## src/rtl/audio_pkg.sv

```systemverilog
// rtl/audio_pkg.sv - shared FSM state type, tick divider and silence word helpers for audio_word_feeder
package audio_pkg;

    typedef enum logic {
        ST_IDLE = 1'b0,
        ST_SEND = 1'b1
    } feeder_state_t;

    // Number of clock cycles between word launches.
    function automatic int tick_div(input int system_frequency, input int sampling_frequency);
        return system_frequency / sampling_frequency;
    endfunction

    // Mid-scale word {1'b1, zeros}, returned at 64 bits; callers keep the low width bits.
    function automatic logic [63:0] silence_word(input int width);
        return 64'd1 << (width - 1);
    endfunction

endpackage

```

## src/rtl/word_fifo.sv

```systemverilog
// rtl/word_fifo.sv - power-of-two word buffer with push/pop, full/empty and occupancy count
module word_fifo #(
    parameter int WIDTH = 16,
    parameter int DEPTH = 8
) (
    input  logic                     clk,
    input  logic                     rst_n,
    input  logic                     push,
    input  logic [WIDTH-1:0]         push_data,
    input  logic                     pop,
    output logic [WIDTH-1:0]         pop_data,
    output logic                     full,
    output logic                     empty,
    output logic [$clog2(DEPTH):0]   count
);

    localparam int AW = $clog2(DEPTH);
    localparam int CW = AW + 1;

    generate
        if (DEPTH < 2 || (DEPTH & (DEPTH - 1)) != 0) begin : g_bad_depth
            $error("word_fifo: DEPTH must be a power of two and at least 2");
        end
    endgenerate

    logic [WIDTH-1:0] mem [DEPTH];
    logic [AW-1:0]    wr_ptr;
    logic [AW-1:0]    rd_ptr;
    logic [CW-1:0]    count_q;
    logic             do_push;
    logic             do_pop;

    // A push while full or a pop while empty is silently dropped.
    assign do_push  = push && !full;
    assign do_pop   = pop && !empty;
    assign full     = (count_q == CW'(DEPTH));
    assign empty    = (count_q == '0);
    assign count    = count_q;
    assign pop_data = mem[rd_ptr];

    // Pointers wrap naturally because DEPTH is a power of two.
    always_ff @(posedge clk or negedge rst_n) begin
        if (!rst_n) begin
            wr_ptr  <= '0;
            rd_ptr  <= '0;
            count_q <= '0;
        end else begin
            if (do_push) begin
                wr_ptr <= wr_ptr + AW'(1);
            end
            if (do_pop) begin
                rd_ptr <= rd_ptr + AW'(1);
            end
            case ({do_push, do_pop})
                2'b10:   count_q <= count_q + CW'(1);
                2'b01:   count_q <= count_q - CW'(1);
                default: count_q <= count_q;
            endcase
        end
    end

    // Storage needs no reset; emptiness is tracked by the count alone.
    always_ff @(posedge clk) begin
        if (do_push) begin
            mem[wr_ptr] <= push_data;
        end
    end

endmodule

```

## src/rtl/audio_word_feeder.sv

```systemverilog
// rtl/audio_word_feeder.sv - buffers sample words and launches one per sample tick into a serializer; optional AUDIO_FEEDER_UNDERRUN_CNT_EN adds underrun_cnt_o
module audio_word_feeder
    import audio_pkg::*;
#(
    parameter int WORD_LENGTH        = 16,
    parameter int FIFO_DEPTH         = 8,
    parameter int SYSTEM_FREQUENCY   = 100000000,
    parameter int SAMPLING_FREQUENCY = 1000000
) (
    input  logic                          clock_i,
    input  logic                          reset_n_i,
    input  logic                          wr_valid_i,
    input  logic [WORD_LENGTH-1:0]        wr_data_i,
    output logic                          wr_ready_o,
    output logic                          ser_enable_o,
    output logic [WORD_LENGTH-1:0]        ser_data_o,
    input  logic                          ser_done_i,
    output logic [$clog2(FIFO_DEPTH):0]   fifo_count_o,
    output logic                          underrun_o,
    output logic                          late_o
`ifdef AUDIO_FEEDER_UNDERRUN_CNT_EN
    ,
    output logic [7:0]                    underrun_cnt_o
`endif
);

    localparam int TICK_DIV = tick_div(SYSTEM_FREQUENCY, SAMPLING_FREQUENCY);
    localparam int TW       = (TICK_DIV > 2) ? $clog2(TICK_DIV) : 1;
    localparam logic [TW-1:0] TICK_LAST = TW'(TICK_DIV - 1);
    localparam logic [63:0] SILENCE_FULL = silence_word(WORD_LENGTH);
    localparam logic [WORD_LENGTH-1:0] SILENCE = SILENCE_FULL[WORD_LENGTH-1:0];

    // The serializer needs at least a word plus handshake cycles between ticks.
    generate
        if (TICK_DIV < WORD_LENGTH + 2) begin : g_bad_tick_div
            $error("audio_word_feeder: TICK_DIV must be at least WORD_LENGTH+2");
        end
    endgenerate

    feeder_state_t           state;
    logic [TW-1:0]           tick_cnt;
    logic                    tick;
    logic                    fifo_push;
    logic                    fifo_pop;
    logic                    fifo_full;
    logic                    fifo_empty;
    logic [WORD_LENGTH-1:0]  fifo_head;

    assign tick       = (tick_cnt == TICK_LAST);
    assign wr_ready_o = !fifo_full;
    assign fifo_push  = wr_valid_i && wr_ready_o;
    assign fifo_pop   = (state == ST_IDLE) && tick && !fifo_empty;

    word_fifo #(
        .WIDTH (WORD_LENGTH),
        .DEPTH (FIFO_DEPTH)
    ) u_fifo (
        .clk       (clock_i),
        .rst_n     (reset_n_i),
        .push      (fifo_push),
        .push_data (wr_data_i),
        .pop       (fifo_pop),
        .pop_data  (fifo_head),
        .full      (fifo_full),
        .empty     (fifo_empty),
        .count     (fifo_count_o)
    );

    // Free-running sample tick divider.
    always_ff @(posedge clock_i or negedge reset_n_i) begin
        if (!reset_n_i) begin
            tick_cnt <= '0;
        end else if (tick) begin
            tick_cnt <= '0;
        end else begin
            tick_cnt <= tick_cnt + TW'(1);
        end
    end

    // Launch FSM: a tick in IDLE always starts a word (silence on underrun); a tick in SEND is only flagged.
    always_ff @(posedge clock_i or negedge reset_n_i) begin
        if (!reset_n_i) begin
            state        <= ST_IDLE;
            ser_enable_o <= 1'b0;
            ser_data_o   <= '0;
            underrun_o   <= 1'b0;
            late_o       <= 1'b0;
        end else begin
            underrun_o <= 1'b0;
            late_o     <= 1'b0;
            case (state)
                ST_IDLE: begin
                    if (tick) begin
                        if (fifo_empty) begin
                            ser_data_o <= SILENCE;
                            underrun_o <= 1'b1;
                        end else begin
                            ser_data_o <= fifo_head;
                        end
                        state        <= ST_SEND;
                        ser_enable_o <= 1'b1;
                    end
                end
                ST_SEND: begin
                    if (tick) begin
                        late_o <= 1'b1;
                    end
                    // A done coinciding with a tick still finishes; that tick is lost.
                    if (ser_done_i) begin
                        state        <= ST_IDLE;
                        ser_enable_o <= 1'b0;
                    end
                end
                default: begin
                    state        <= ST_IDLE;
                    ser_enable_o <= 1'b0;
                end
            endcase
        end
    end

`ifdef AUDIO_FEEDER_UNDERRUN_CNT_EN
    // Saturating count of underrun pulses.
    always_ff @(posedge clock_i or negedge reset_n_i) begin
        if (!reset_n_i) begin
            underrun_cnt_o <= 8'd0;
        end else if (underrun_o && underrun_cnt_o != 8'hFF) begin
            underrun_cnt_o <= underrun_cnt_o + 8'd1;
        end
    end
`endif

endmodule

```

## config.mk

```make
export PLATFORM = sky130hd
export DESIGN_NAME = audio_word_feeder
export DESIGN_NICKNAME = d
export VERILOG_FILES = /design/src/rtl/audio_pkg.sv /design/src/rtl/word_fifo.sv /design/src/rtl/audio_word_feeder.sv
export SDC_FILE = /design/constraint.sdc
export NUM_CORES = 1
export LEC_CHECK = 0
export BUFFER_PORTS_ARGS = -buffer_cell sky130_fd_sc_hd__buf_2
export CAP_MARGIN = 40
export CORE_MARGIN = 3
export CORE_UTILIZATION = 60
export CTS_BUF_LIST = sky130_fd_sc_hd__clkbuf_16
export CTS_CLUSTER_DIAMETER = 200
export DETAILED_ROUTE_END_ITERATION = 7
export PLACE_DENSITY = 0.86
export SLEW_MARGIN = 20
export SYNTH_ARGS = -nofsm -noshare
export SYNTH_HDL_FRONTEND = slang
export SYNTH_HIERARCHICAL = 1
export SYNTH_SLANG_ARGS = --single-unit
export TNS_END_PERCENT = 1
```

## constraint.sdc

```tcl
create_clock -name clock_i -period 3.9 [get_ports clock_i]
set_input_delay 0.78 -clock clock_i [delete_from_list [all_inputs] [get_ports clock_i]]
set_output_delay 0.78 -clock clock_i [all_outputs]
set_load 0.01 [all_outputs]
```

# After elaboration in Yosys (flattened, before gate mapping)
# Memory sizes are Yosys's and may differ from the RTL's.
# Cells that the tools add are included.
word_totals:
  ram_bits: 128
  register_bits: 37
  output_inout_bits: 24
  in_bits: 20
  memories: 1
mem_list:
  columns: ["name", "depth", "word_bits", "rd", "rd_ports_with_merged_regs", "write_ports", "line", "text"]
  rows:
  - ["u_fifo.mem", 8, 16, 1, 0, 1, "word_fifo.sv:26", "logic [WIDTH-1:0] mem [DEPTH];"]
op_classes:
  bitwise: 1
  add_sub_neg: 5
  reduce_logical: 11
  eq_ne: 6
  n_mux: 15
op_table:
  columns: ["op", "n"]
  rows:
  - ["two-way mux 16 bit", 1]
  - ["two-way mux 1 bit", 10]
  - ["one-hot mux 4 bit (2 select lines)", 1]
  - ["adder 7 x 1 -> 7 bit (second input constant)", 1]
  - ["== test 7 bit (second input constant)", 1]
  - ["two-way mux 7 bit", 1]
  - ["adder 3 x 1 -> 3 bit (second input constant)", 2]
  - ["logical AND 1 bit", 5]
  - ["adder 4 x 1 -> 4 bit (second input constant)", 1]
  - ["== test 4 bit (second input constant)", 1]
  - ["zero test 4 bit", 1]
  - ["inequality test 2 bit (second input constant)", 2]
  - ["one-hot mux 1 bit (2 select lines)", 2]
  - ["AND reduction 2 bit", 2]
  - ["subtractor 4 x 1 -> 4 bit (second input constant)", 1]
  - ["== test 2 x 1 -> 1 bit (second input constant)", 1]
  - ["== test 2 bit (second input constant)", 1]
  - ["zero test 1 bit", 2]
  - ["nonzero test 2 bit", 1]
  - ["inverter 1 bit", 1]

# Depth between registers and ports, before layout
logic_depth:
  word_depth: 6
  ltp_mapped: 12
  depth_no_buf: 11

# Hierarchy
# The synthesis kept the hierarchy.
by_module_without_submodules:
  columns: ["module", "area_each_um2", "seq_area_each_um2", "n_inst", "cells_each"]
  rows:
  - ["word_fifo", 5557.8, 4093.9, 1, 253]
  - ["audio_word_feeder", 1227.4, 675.6, 1, 97]

# Least setup slack after synthesis
# Ideal clock, no wire load.
synth_path:
  path_kind: "reg-to-reg"
  start: "reg u_fifo.count_q[0], in the netlist u_fifo/count[0]"
  end: "reg u_fifo.count_q[3], in the netlist u_fifo/count[3]"
  path_stages_with_launch: 11
  setup_ns: 0.134
  n_path_buf: 1
  t_arrival_ns: 3.413
  slack_ns: 0.354
  path_cell_list: "dfrtp_1 nor4_1 clkbuf_1 nor2_1 o41ai_1 inv_1 ha_1 ha_1 or4b_2 o311ai_0 o211ai_1"
synth_via:
  elab_chain_len: 6
synth_rtl:
  columns: ["item", "line", "text"]
  rows:
  - ["start, declared", "word_fifo.sv:29", "logic [CW-1:0] count_q;"]
  - ["start signal, assigned", "word_fifo.sv:55", "2'b10: count_q <= count_q + CW'(1);"]
  - ["start signal, assigned", "word_fifo.sv:56", "2'b01: count_q <= count_q - CW'(1);"]
  - ["start signal, assigned", "word_fifo.sv:57", "default: count_q <= count_q;"]
  - ["zero test 4 bit (*)", "word_fifo.sv:37", "assign empty = (count_q == '0);"]
  - ["via fifo_empty", "audio_word_feeder.sv:46", "logic fifo_empty;"]
  - ["zero test 1 bit (*)", "audio_word_feeder.sv:52", "assign fifo_pop = (state == ST_IDLE) && tick && !fifo_empty;"]
  - ["logical AND 1 bit (*)", "audio_word_feeder.sv:52", null]
  - ["via fifo_pop", "audio_word_feeder.sv:44", "logic fifo_pop;"]
  - ["logical AND 1 bit (*)", "word_fifo.sv:35", "assign do_pop = pop && !empty;"]
  - ["via u_fifo.do_pop", "word_fifo.sv:31", "logic do_pop;"]
  - ["== test 2 x 1 -> 1 bit or == test 2 bit (tied branches)", "word_fifo.sv:54", "case ({do_push, do_pop})"]
  - ["one-hot mux 4 bit (2 select lines) or nonzero test 2 bit (tied branches)", null, null]
# Mark *: on every way through the listed nets, which the timed path passes. The rest lies on a longest branch.
# A chain may end at the register's enable or synchronous reset.

# Worst setup path in the final report
layout_path:
  start: "reg tick_cnt[0]"
  end: "reg u_fifo.count_q[3], in the netlist u_fifo/count[3]"
layout_via:
  elab_chain_len: 6
layout_rtl:
  columns: ["item", "line", "text"]
  rows:
  - ["start, declared", "audio_word_feeder.sv:41", "logic [TW-1:0] tick_cnt;"]
  - ["start signal, assigned", "audio_word_feeder.sv:76", "tick_cnt <= tick_cnt + TW'(1);"]
  - ["== test 7 bit (*)", "audio_word_feeder.sv:49", "assign tick = (tick_cnt == TICK_LAST);"]
  - ["logical AND 1 bit (*) (2 in a row)", "audio_word_feeder.sv:52", null]
  - ["via fifo_pop", "audio_word_feeder.sv:44", null]
  - ["logical AND 1 bit (*)", "word_fifo.sv:35", null]
  - ["via u_fifo.do_pop", "word_fifo.sv:31", null]
  - ["== test 2 x 1 -> 1 bit or == test 2 bit (tied branches)", "word_fifo.sv:54", null]
  - ["one-hot mux 4 bit (2 select lines) or nonzero test 2 bit (tied branches)", null, null]
# Marks and branches as above.

==> PnR_summary.wiki <==
{| class="wikitable"
! Metric !! Value
|-
| Die Span X || 112 um
|-
| Fraction of layout instances using a drive strength above 1 || 32.5%
|-
| Diodes inserted || 0
|-
| Pre-Repair DR Iteration Count || 4
|-
| Status || finished clean
|-
| Setup crit end kind || flop
|-
| Worst path required time || 4.19 ns
|-
| Crit path arrival time || 3.68 ns
|-
| TritonCTS clock tree || done
|-
| Combinational family with the most area after synthesis || multiplexers
|-
| I/O Pins || 44
|-
| DRC violation count after routing || 0
|-
| Post-detailed-route wirelength per cell || 22.2 um
|-
| Setup Fix Bufs, Post-CTS || 0
|-
| Setup repair after global routing missed its margin || no
|-
| Wirelength, routed || 12,500 um
|-
| Count of buffering cells on the critical path with inverters included || 1
|-
| Avg Inst Size Synth || 19.4 um2
|-
| Worst-skew pair later-pin latency || 0.43 ns
|-
| Via count of the first global-routing pass || 3,548
|-
| Max Clock Skew || 0.00612 ns
|-
| Delay of the slowest cell on the worst path || 0.68 ns
|-
| Post-synthesis share of cell area spent on full adders, half adders and majority gates || 1.40%
|-
| Total core area || 10,900 um2
|-
| Critical path, cell by cell || ha_1 > nor3b_4 > nand2_4 > nor2_1 > o41ai_1 > inv_1 > ha_1 > ha_1 > or4b_2 > o311ai_0 > o211ai_1
|-
| Number of placement rows || 38
|-
| VDD IR max || 0.499 mV
|-
| Count of endpoints failing hold in the final timing report || 0
|-
| Maxcap violations || 0
|-
| Critical setup path kind || flop to flop
|-
| Clock input transition at the sequential cells of the worst setup and hold paths || 0.06 ns
|-
| Path category of the worst min-delay check || primary input to asynchronous set/reset pin
|-
| Top cell by count, worst path || sky130_fd_sc_hd__ha_1
|-
| Via total after detailed routing || 3,423
|-
| Total negative slack || 0 ns
|-
| Most frequent cells in the layout || sky130_fd_sc_hd__edfxtp_1, sky130_fd_sc_hd__buf_2, sky130_fd_sc_hd__dfrtp_1, sky130_fd_sc_hd__mux2_2, sky130_fd_sc_hd__mux4_1
|-
| Sum of net half-perimeters after detailed placement || 7300 um
|-
| Resize count post-CTS || 0
|-
| Tot Pwr || 4.46 mW
|-
| Die outline area || 12,600 um2
|-
| Number of synthesized flops with an enable pin || 128
|-
| CTS buffer count || 17
|-
| Number of buffers added to fix hold violations after cts || 0
|-
| Fraction of synthesis flops using an asynchronous set or reset pin || 22.4%
|-
| Netlist Area Pre-Place || 6790 um2
|-
| Measured slew at the worst slew-check pin || 0.623 ns
|-
| Maximum clock insertion buffer count || 2
|-
| Synth warnings || 6
|-
| Relative slew slack || 57.9%
|-
| Xor-xnor portion of the synthesized cell area || 1.03%
|-
| Minimum clock period || 3.39 ns
|-
| Simple-gate share of the synthesized area || 5.86%
|-
| Drt first-iter violations || 311
|-
| Multiplexer area fraction after synthesis || 18.1%
|-
| Worst Hold Slack || 0.225 ns
|-
| Sort of element at the start of the critical path || flop
|-
| Synth Instances || 350
|-
| Leakage power || 2.92 nW
|-
| Slew Viols, Final || 0
|-
| Fraction of the mapped netlist area in compound gates || 1.40%
|-
| Via density per instance || 6.06
|-
| Slowest cell on crit path || sky130_fd_sc_hd__or4b_2
|-
| Initial antenna violation count || 0
|-
| GP Congestion || 0.727
|-
| Number of register bits inferred by synthesis || 165
|-
| Worst-path maximum fanout || 19
|-
| Sequential share of the synthesized area || 70.3%
|-
| Die Y || 112 um
|-
| Pwr dens || 572 nW/um2
|-
| Global route overflow || 0
|-
| Yosys cell types || 43
|-
| Count of buffers from port buffering || 43
|-
| Starting density of the core || 62.0%
|-
| Most common cell after layout, fill and taps aside || sky130_fd_sc_hd__edfxtp_1
|-
| Root buffer selected by CTS || sky130_fd_sc_hd__clkbuf_16
|-
| H-tree depth || 4
|-
| Count of endpoints failing setup in the final report || 0
|-
| Syn Nets || 377
|-
| Global-route wire length before repair || 20,000 um
|-
| Final Cycle Share || 86.9%
|-
| Pin count of the biggest net entering global routing || 38
|-
| Final nets || 439
|-
| Peak Freq || 0.295 GHz
|-
| Post-synthesis to final-layout area growth || 15.1%
|-
| Num Clock Sinks || 165
|-
| Largest delay contributor family on the critical path || simple AND/OR/NAND/NOR gates
|-
| Global-route total usage across every layer || 21.7%
|-
| Share of the core filled with cells || 71.4%
|-
| Synth Flop Type || sky130_fd_sc_hd__edfxtp_1
|-
| Antenna Violating Nets Remaining || 0
|}
-- cells by family (layout without fill, tap and decap cells) --
group           count (synthesis)  after routing
compound gates                 15             15
buf+inv                        23             98
simple gates                   65             65
flops                         165            165
fa+ha+maj                       7              7
mux                            67             67
xor+xnor                        8              8
-- metal layers --
layer	wire length [um]	global-route usage [%]	part of all wire (%)	up-vias
met1	5190	28.5	41	1778
met5	0	0	0	-
li1	-	-	-	1520
met2	6500	34.8	52	113
met4	159	7.93	1.3	0
met3	673	6.47	5.4	12
-- cells in the mapped netlist, types with 2 or more instances --
master / instances / share of area (%)
sky130_fd_sc_hd__a21oi_1: 5 / 0.37
sky130_fd_sc_hd__nand2b_1: 4 / 0.37
sky130_fd_sc_hd__xnor2_1: 7 / 0.90
sky130_fd_sc_hd__nand2_1: 10 / 0.55
sky130_fd_sc_hd__mux2_4: 6 / 1.3
sky130_fd_sc_hd__mux2_2: 27 / 4.5
sky130_fd_sc_hd__o21ai_0: 5 / 0.37
sky130_fd_sc_hd__mux2i_1: 2 / 0.30
sky130_fd_sc_hd__nor2_1: 10 / 0.55
sky130_fd_sc_hd__nor2b_1: 16 / 1.5
sky130_fd_sc_hd__nor3_1: 3 / 0.22
sky130_fd_sc_hd__inv_1: 10 / 0.55
sky130_fd_sc_hd__mux4_1: 25 / 9.7
sky130_fd_sc_hd__nand3_1: 6 / 0.44
sky130_fd_sc_hd__ha_1: 6 / 1.1
sky130_fd_sc_hd__dfrtp_1: 37 / 14
sky130_fd_sc_hd__and3_2: 2 / 0.22
sky130_fd_sc_hd__nor3b_1: 3 / 0.33
sky130_fd_sc_hd__edfxtp_1: 128 / 57
sky130_fd_sc_hd__clkbuf_1: 3 / 0.17
sky130_fd_sc_hd__buf_6: 5 / 0.83
sky130_fd_sc_hd__mux4_2: 7 / 2.3
sky130_fd_sc_hd__buf_2: 3 / 0.22
-- power by group --
group          internal (mW)  total (mW)  switching, mW
Clock                  0.957        1.66          0.700
Sequential              2.15        2.25          0.108
Combinational          0.214       0.553          0.339
-- final timing paths --
kind	from	endpoint	slack [ns]	cells after the start
min in group clock_i	tick_cnt[0]$_DFF_PN0_	tick_cnt[0]$_DFF_PN0_	0.51	1
worst min register to register	tick_cnt[0]$_DFF_PN0_	tick_cnt[0]$_DFF_PN0_	0.51	1
max in group asynchronous	reset_n_i	ser_data_o[6]$_DFFE_PN0P_	3.24	2
worst max register to register	tick_cnt[0]$_DFF_PN0_	u_fifo/count[3]$_DFFE_PN0P_	0.51	11
worst min-delay path	reset_n_i	tick_cnt[6]$_DFF_PN0_	0.23	1
worst max-delay path	tick_cnt[0]$_DFF_PN0_	u_fifo/count[3]$_DFFE_PN0P_	0.51	11
-- state kept, by name, indices dropped and copies added (netlist names) --
signal	flops
ser_data_o	16
u_fifo/mem	128
tick_cnt	7
u_fifo/count	4
u_fifo/wr_ptr	3
underrun_o	1
u_fifo/rd_ptr	3
ser_enable_o	1
state	1
late_o	1
-- metrics by stage --
stage	cell area, um2	worst slack, ns	std cells
5_1_grt	7810	0.367	565
3_5_place_dp	7180	0.635	531
6_report	7810	0.510	565
3_3_place_gp	7180	0.806	531
4_1_cts	7780	0.579	563
2_1_floorplan	6790	0.354	350
-- layout make-up --
cell class	count	area [um2]
clock buffer	17	425
sequential	165	4770
inverter	10	37.5
timing repair buffer	56	329
tap	140	175
fill	631	3130
multi-input combinational	162	1900
clock inverter	15	169
Note: power is estimated with default switching activity, not from simulation.
